==> config.mk <==
export PLATFORM = sky130hd
export DESIGN_NAME = filter_switch_ctrl_flat
export DESIGN_NICKNAME = d
export VERILOG_FILES = /design/src/rtl/channel_strip_pkg.sv /design/src/rtl/filter_switch_ctrl_if.sv /design/src/rtl/sample_phase_gen.sv /design/src/rtl/filter_switch_ctrl.sv /design/src/flat_wrapper.sv
export SDC_FILE = /design/constraint.sdc
export NUM_CORES = 1
export LEC_CHECK = 0
export CAP_MARGIN = 10
export CORE_MARGIN = 5
export CORE_UTILIZATION = 58
export DETAILED_ROUTE_END_ITERATION = 10
export PLACE_DENSITY_LB_ADDON = 0.05
export SLEW_MARGIN = 20
export SYNTH_ARGS = -nofsm -noshare
export SYNTH_HDL_FRONTEND = slang
export SYNTH_SLANG_ARGS = --single-unit
export TNS_END_PERCENT = 1
==> constraint.sdc <==
create_clock -name clk_144 -period 4.8 [get_ports clk_144]
set_input_delay 0.96 -clock clk_144 [delete_from_list [all_inputs] [get_ports clk_144]]
set_output_delay 0.96 -clock clk_144 [all_outputs]
set_load 0.02 [all_outputs]
==> src/rtl/channel_strip_pkg.sv <==
// Shared types and constants for the channel-strip blocks.
package channel_strip_pkg;

  localparam int CLKS_PER_SAMPLE = 3;

  typedef logic signed [15:0] sample_t;
  typedef logic [2:0]         filt_sel_t;

  typedef enum logic [1:0] {
    SW_IDLE     = 2'd0,
    SW_FADE_OUT = 2'd1,
    SW_CLEAR    = 2'd2,
    SW_FADE_IN  = 2'd3
  } sw_state_t;

endpackage

==> src/rtl/filter_switch_ctrl_if.sv <==
// Control/datapath bundle for the filter-selection controller.
interface filter_switch_ctrl_if;
  import channel_strip_pkg::*;

  filt_sel_t filter_req;
  sample_t   filt_in;
  filt_sel_t filter;
  logic      filt_rst_n;
  sample_t   ch_out;
  logic      sample_tick;
  logic      busy;

  // The controller side.
  modport slave (
    input  filter_req, filt_in,
    output filter, filt_rst_n, ch_out, sample_tick, busy
  );

  // The side that drives requests and the raw filter output.
  modport master (
    output filter_req, filt_in,
    input  filter, filt_rst_n, ch_out, sample_tick, busy
  );

endinterface

==> src/rtl/sample_phase_gen.sv <==
// Free-running clock-phase counter within one audio sample period.
// sample_tick marks the last clock of each period.
module sample_phase_gen #(
  parameter int PHASES = 3
) (
  input  logic clk_144,
  input  logic reset_n,
  output logic sample_tick
);

  localparam int PW = (PHASES > 1) ? $clog2(PHASES) : 1;
  localparam logic [PW-1:0] LAST = PW'(PHASES - 1);

  logic [PW-1:0] phase;

  // Count 0..PHASES-1 and wrap.
  always_ff @(posedge clk_144 or negedge reset_n) begin
    // NOTE: non-blocking assignments so every register updates from pre-edge values.
    if (!reset_n) begin
      phase <= '0;
    end else if (phase == LAST) begin
      phase <= '0;
    end else begin
      phase <= phase + 1'b1;
    end
  end

  assign sample_tick = (phase == LAST);

endmodule

==> src/rtl/filter_switch_ctrl.sv <==
// Click-free filter selection: fade the filter output to zero, switch the
// select and clear the filter state for one sample, then fade back in.
module filter_switch_ctrl
  import channel_strip_pkg::*;
#(
  parameter int        PHASES    = CLKS_PER_SAMPLE,
  parameter int        RAMP_LOG  = 4,
  parameter filt_sel_t SEL_RESET = 3'd1
) (
  input logic                  clk_144,
  input logic                  reset_n,
  filter_switch_ctrl_if.slave  bus
);

  localparam int RAMP = 2 ** RAMP_LOG;
  localparam int GW   = RAMP_LOG + 1;
  localparam int PW   = $bits(sample_t) + GW + 1;

  typedef logic [GW-1:0] gain_t;
  localparam gain_t GAIN_FULL = gain_t'(RAMP);

  sw_state_t state, state_d;
  gain_t     gain, gain_d;
  filt_sel_t filter_q, filter_d;
  filt_sel_t pending, pending_d;
  logic      tick;
  logic      filt_rst_q;
  sample_t   ch_q;

  logic signed [PW-1:0] product;

  sample_phase_gen #(.PHASES(PHASES)) u_phase (
    .clk_144     (clk_144),
    .reset_n     (reset_n),
    .sample_tick (tick)
  );

  // Next-state, gain and select decisions; only evaluated on sample ticks.
  always_comb begin
    // NOTE: defaults first so no path through the case can infer a latch.
    state_d   = state;
    gain_d    = gain;
    filter_d  = filter_q;
    pending_d = pending;
    if (tick) begin
      unique case (state)
        SW_IDLE: begin
          if (bus.filter_req != filter_q) begin
            pending_d = bus.filter_req;
            state_d   = SW_FADE_OUT;
          end
        end
        SW_FADE_OUT: begin
          // Latest request wins until the switch point.
          pending_d = bus.filter_req;
          if (gain != '0) gain_d = gain - 1'b1;
          if (gain <= gain_t'(1)) begin
            state_d  = SW_CLEAR;
            filter_d = pending_d;
          end
        end
        SW_CLEAR: begin
          state_d = SW_FADE_IN;
        end
        SW_FADE_IN: begin
          if (bus.filter_req != filter_q) begin
            // Reverse direction from the current gain, no jump.
            pending_d = bus.filter_req;
            state_d   = SW_FADE_OUT;
          end else begin
            gain_d = gain + 1'b1;
            if (gain_d == GAIN_FULL) state_d = SW_IDLE;
          end
        end
        default: state_d = SW_IDLE;
      endcase
    end
  end

  // Gain is never negative, so a zero-extended signed copy keeps the product exact.
  assign product = PW'(bus.filt_in) * PW'($signed({1'b0, gain}));

  // Controller registers plus the registered, gain-scaled output.
  always_ff @(posedge clk_144 or negedge reset_n) begin
    if (!reset_n) begin
      state      <= SW_IDLE;
      gain       <= GAIN_FULL;
      filter_q   <= SEL_RESET;
      pending    <= SEL_RESET;
      filt_rst_q <= 1'b0;
      ch_q       <= '0;
    end else begin
      state      <= state_d;
      gain       <= gain_d;
      filter_q   <= filter_d;
      pending    <= pending_d;
      filt_rst_q <= (state_d != SW_CLEAR);
      ch_q       <= sample_t'(product >>> RAMP_LOG);
    end
  end

  assign bus.filter      = filter_q;
  assign bus.filt_rst_n  = filt_rst_q;
  assign bus.ch_out      = ch_q;
  assign bus.sample_tick = tick;
  assign bus.busy        = (state != SW_IDLE);

endmodule

==> src/flat_wrapper.sv <==
// flat-port wrapper written by rule: the top's interface ports become plain ports
module filter_switch_ctrl_flat import channel_strip_pkg::*;
#(
  parameter int        PHASES    = CLKS_PER_SAMPLE,
  parameter int        RAMP_LOG  = 4,
  parameter filt_sel_t SEL_RESET = 3'd1
)
  (clk_144, reset_n, bus_filter_req, bus_filt_in, bus_filter, bus_filt_rst_n, bus_ch_out, bus_sample_tick, bus_busy);
  filter_switch_ctrl_if bus_i ();
  input logic clk_144;
  input logic reset_n;
  input wire logic [$bits(bus_i.filter_req)-1:0] bus_filter_req;
  input wire logic [$bits(bus_i.filt_in)-1:0] bus_filt_in;
  output wire logic [$bits(bus_i.filter)-1:0] bus_filter;
  output wire logic [$bits(bus_i.filt_rst_n)-1:0] bus_filt_rst_n;
  output wire logic [$bits(bus_i.ch_out)-1:0] bus_ch_out;
  output wire logic [$bits(bus_i.sample_tick)-1:0] bus_sample_tick;
  output wire logic [$bits(bus_i.busy)-1:0] bus_busy;
  assign bus_i.filter_req = bus_filter_req;
  assign bus_i.filt_in = bus_filt_in;
  assign bus_filter = bus_i.filter;
  assign bus_filt_rst_n = bus_i.filt_rst_n;
  assign bus_ch_out = bus_i.ch_out;
  assign bus_sample_tick = bus_i.sample_tick;
  assign bus_busy = bus_i.busy;
  filter_switch_ctrl #(.PHASES(PHASES), .RAMP_LOG(RAMP_LOG), .SEL_RESET(SEL_RESET)) u_core (.clk_144(clk_144), .reset_n(reset_n), .bus(bus_i));
endmodule
==> results by stage, run 1 <==
GRT:
- The number of antenna violations at the first check in global routing came to 0.
- The first global-routing pass estimated about 14000 µm of wire.
- The maximum number of pins on one net before global-route repair is 30.
- Across every metal layer, demand over resource in global routing totals roughly 20%.
- The number of global-route vias before repair is just over 3000.
- The global-route congestion overflow total is 0.

Job:
- The max capacitance violation total is 0.

Synth:
- The count of flip-flops with a built-in enable after synthesis is 0.
- The synthesized area divided by synthesized cell count is roughly 9.2 µm².
- Summed over its instances, the top area cell type makes up a little under a quarter of the synthesized netlist area.
- When the netlist entered floorplanning its net count stood at approximately 520.
- The synthesized flop and latch total is 29.
- After synthesis, the share of flip-flops with an asynchronous set or reset is 100.0%.
- The number of different library cells used by synthesis comes to between 40 and 50.
- In the synthesized netlist the dominant register cell turns out to be dfrtp_1.
- The netlist area before placement is ~3900 µm².
- The register area share after synthesis is a little under a fifth.
- The leading area contributor after synthesis is fa_1.
- The synthesized instance count is between 400 and 500.
- By area the synthesized netlist is led by fa_1 24%, dfrtp_1 17%, ha_1 12%.
- During synthesis, Yosys emitted a total of 0 warnings.

Clocking:
- The total CTS buffers is 5.
- TritonCTS built the clock tree.
- The number of sinks on the clock net is 29.
- In this run, post-CTS hold repair placed 0 buffers.
- The number of buffers on the longest clock path is 2.
- The maximum level of the CTS H-tree is 2.
- The clock reaches the later pin of the worst-skew pair after approximately 280 ps.
- The clock tree root buffer cell is clkbuf_8.
- Clock-pin slew was measured on the worst setup and hold paths at approximately 70 ps.

Final layout:
- The area added between synthesis and finish is 23.10%.
- For this run, the post-layout net count is a little under 600.
- The share of post-route cells with drive strength above 1 is between 10% and 20%.
- The non-filler instance count after layout is roughly 570.
- The repair_antennas step left the layout with diodes totalling 0.

Die:
- After floorplanning, the core was divided into 29 placement rows.
- 43 I/O pins were placed.
- Once the floorplan was initialized, standard cells occupied approximately three fifths of the core.
- The die span in x is slightly above 90 µm.
- The chip height is roughly 90 µm.
- The die covers about 8400 µm².
- In this run the standard cell core region covers between 6000 and 7000 µm².

STA:
- The worst slew slack as a fraction of its limit is ~67%.
- The number of slew-limit violations in the final report is 0.
- The worst clock skew is between 8 and 9 ps.
- The final hold violation count came to 0.
- Of the available clock period, the critical path in the final layout requires between 90 and 100%.
- Timing would allow up to roughly 0.22 GHz.
- At the pin with the least slew margin, the transition time is approximately 500 ps.
- The total of endpoints with negative setup slack in the final report is 0.
- Setup repair after global routing could not meet its margin everywhere.
- The worst path needs between 4000 and 5000 ps of the cycle, external delays included.

Critical path:
- The critical path data required time is around 5000 ps.
- The worst setup path is captured at a flop.
- The worst endpoint data arrival time is 4820 ps.
- By startpoint and endpoint, the worst setup path is classified as in -> reg.
- In this run the worst path has a maximum fanout of 4.
- The critical path startpoint category is an input pin.

Placed design:
- In this run the tool buffered the top-level ports with 42 buffer cells.
- The detailed-placement wirelength estimate is 6574 µm.
- Once placement completed, the tool counted placed cells totaling 560.
- The final weighted congestion of routability-driven global placement is roughly 0.8.

Status:
- The flow ran to the end, and the final reports show no timing, DRC or antenna violations.

Routing:
- In the routed layout, each cell is associated on average with a via count of approximately 5.3.
- The detailed router's first-iteration violation count is 59.
- The number of nets with antenna violations after routing is 0.
- For this run, design rule violations remaining after detail routing come to 0.
- The routed design has 7986 µm of wire.
- The number of detailed-routing iterations run before antenna repair is 4.
- The routed layout has roughly 3000 vias.
- The routed wirelength normalized by instance count is roughly 14 µm.

Hold path:
- The class of the tightest hold or removal check is reg -> reg.
-- stage by stage --
step	setup TNS (ps)	setup slack (ps)	cell area, µm²	hold slack (ps)	utilization (%)
finish	0	153.4	4755	437.5	74.03
global route	-152.5	-63.02	4755	461.2	74.03
CTS	0	22.18	4683	441.4	72.92
detailed placement	-1132	-327.3	4589	439.9	71.46
global placement	-812.0	-254.0	4589	424.0	71.46
floorplan	0	188.9	3862	411.0	-
-- worst max-delay path, cell delays in order --
cell and delay, ps:
clkdlybuf4s50_1 450, and2_1 190, fa_1 530, inv_1 50
fa_1 470, fa_1 560, inv_1 40, ha_1 300
a211oi_1 240, nor2_1 100, o211ai_1 310, o21ai_2 160
a2111o_1 390, o311ai_1 80
-- cell usage after synthesis (all sizes together) (3+ instances only) --
cell / count
xnor2: 13
o311ai: 3
and2: 72
nor3: 6
o21ai: 16
dfrtp: 27
clkbuf: 11
nand2b: 5
mux2: 4
a21o: 5
xor2: 7
a211oi: 4
fa: 46
inv: 73
nand2: 21
ha: 37
a21oi: 10
nor2b: 5
nor2: 15
-- flip-flops by register name, summed over array words and instances, names as in the netlist --
register and cells:
u_core.bus.ch_out 16, u_core.u_phase.phase 2, u_core.state 2, u_core.gain 5, u_core.bus.filter 3, u_core.bus.filt_rst_n 1
-- cell families (layout without fill, tap and decap cells) --
family | after synthesis | after routing | synth area share, %
adders and majority gates | 83 | 83 | 35.83
DFF | 29 | 29 | 18.85
AOI/OAI and AO/OA | 57 | 57 | 10.46
xor gates and xnor gates | 21 | 21 | 5.118
and+or+nand+nor | 139 | 139 | 20.12
buffers and inverters | 85 | 161 | 8.455
muxes | 4 | 4 | 1.166
-- timing repair --
action | 4_1_cts | 5_1_grt
buffers inserted | 1 | 2
pin swaps | 3 | 10
resized for setup | 0 | 21
endpoints found under the setup margin | 1 | 5
gates cloned | 0 | 0
-- cells in the final DEF, fill, tap and decap left out, types with 3 or more instances in the layout --
cell / instances
inv_1: 72
and2_1: 68
fa_1: 46
ha_1: 36
buf_4: 36
clkdlybuf4s50_1: 34
dfrtp_1: 27
nand2_1: 20
nor2_1: 15
xnor2_1: 13
o21ai_0: 12
a21oi_1: 10
dlymetal6s2s_1: 8
xor2_1: 7
nor3_1: 6
nand2b_1: 5
a21o_1: 5
nor2b_1: 5
clkbuf_8: 5
and2_4: 4
a211oi_1: 4
mux2_2: 4
o21ai_2: 3
o311ai_1: 3
-- routing by layer --
metal | GRT usage [%] | up-vias | share of wire [%]
met2 | 33.66 | 51 | 48
met3 | 2.397 | 12 | 3.4
met5 | 0 | - | 0
met4 | 5.025 | 0 | 1.6
met1 | 27.67 | 1450 | 47
li1 | - | 1486 | -
-- area by class of cell --
type	count	area, µm²
multi-input cells	304	2836
fillers	493	1668
repair buffers	80	733.2
flip-flops and latches	29	728.2
inverters	73	274.0
well taps	77	96.34
clock buffers	5	68.82
clock inverters	3	17.52
-- final timing paths --
path	start	end	slack [ps]	cells after the start
min in group asynchronous	reset_n	u_core.u_phase.phase[0]	1070	2
worst max register to register	u_core.gain[2]	u_core.bus.ch_out[14]	500	13
worst max-delay path	bus_filt_in[3]	u_core.bus.ch_out[13]	150	14
worst min-delay path	u_core.u_phase.phase[1]	u_core.u_phase.phase[0]	440	1
worst min register to register	u_core.u_phase.phase[1]	u_core.u_phase.phase[0]	440	1
max in group asynchronous	reset_n	u_core.bus.filter[0]	3420	2
Power of run 1 is left out: the tool's default activity adds up to more than one toggle a clock period on the data nets, which glitch-free logic cannot reach.
==> inputs of run 2 (changes only) <==
CAP_MARGIN = not set   (was 10)
==> results of run 2 <==
Final layout, timing and power as in run 1 (identical DEF).
Power of run 2 is left out for the same reason.
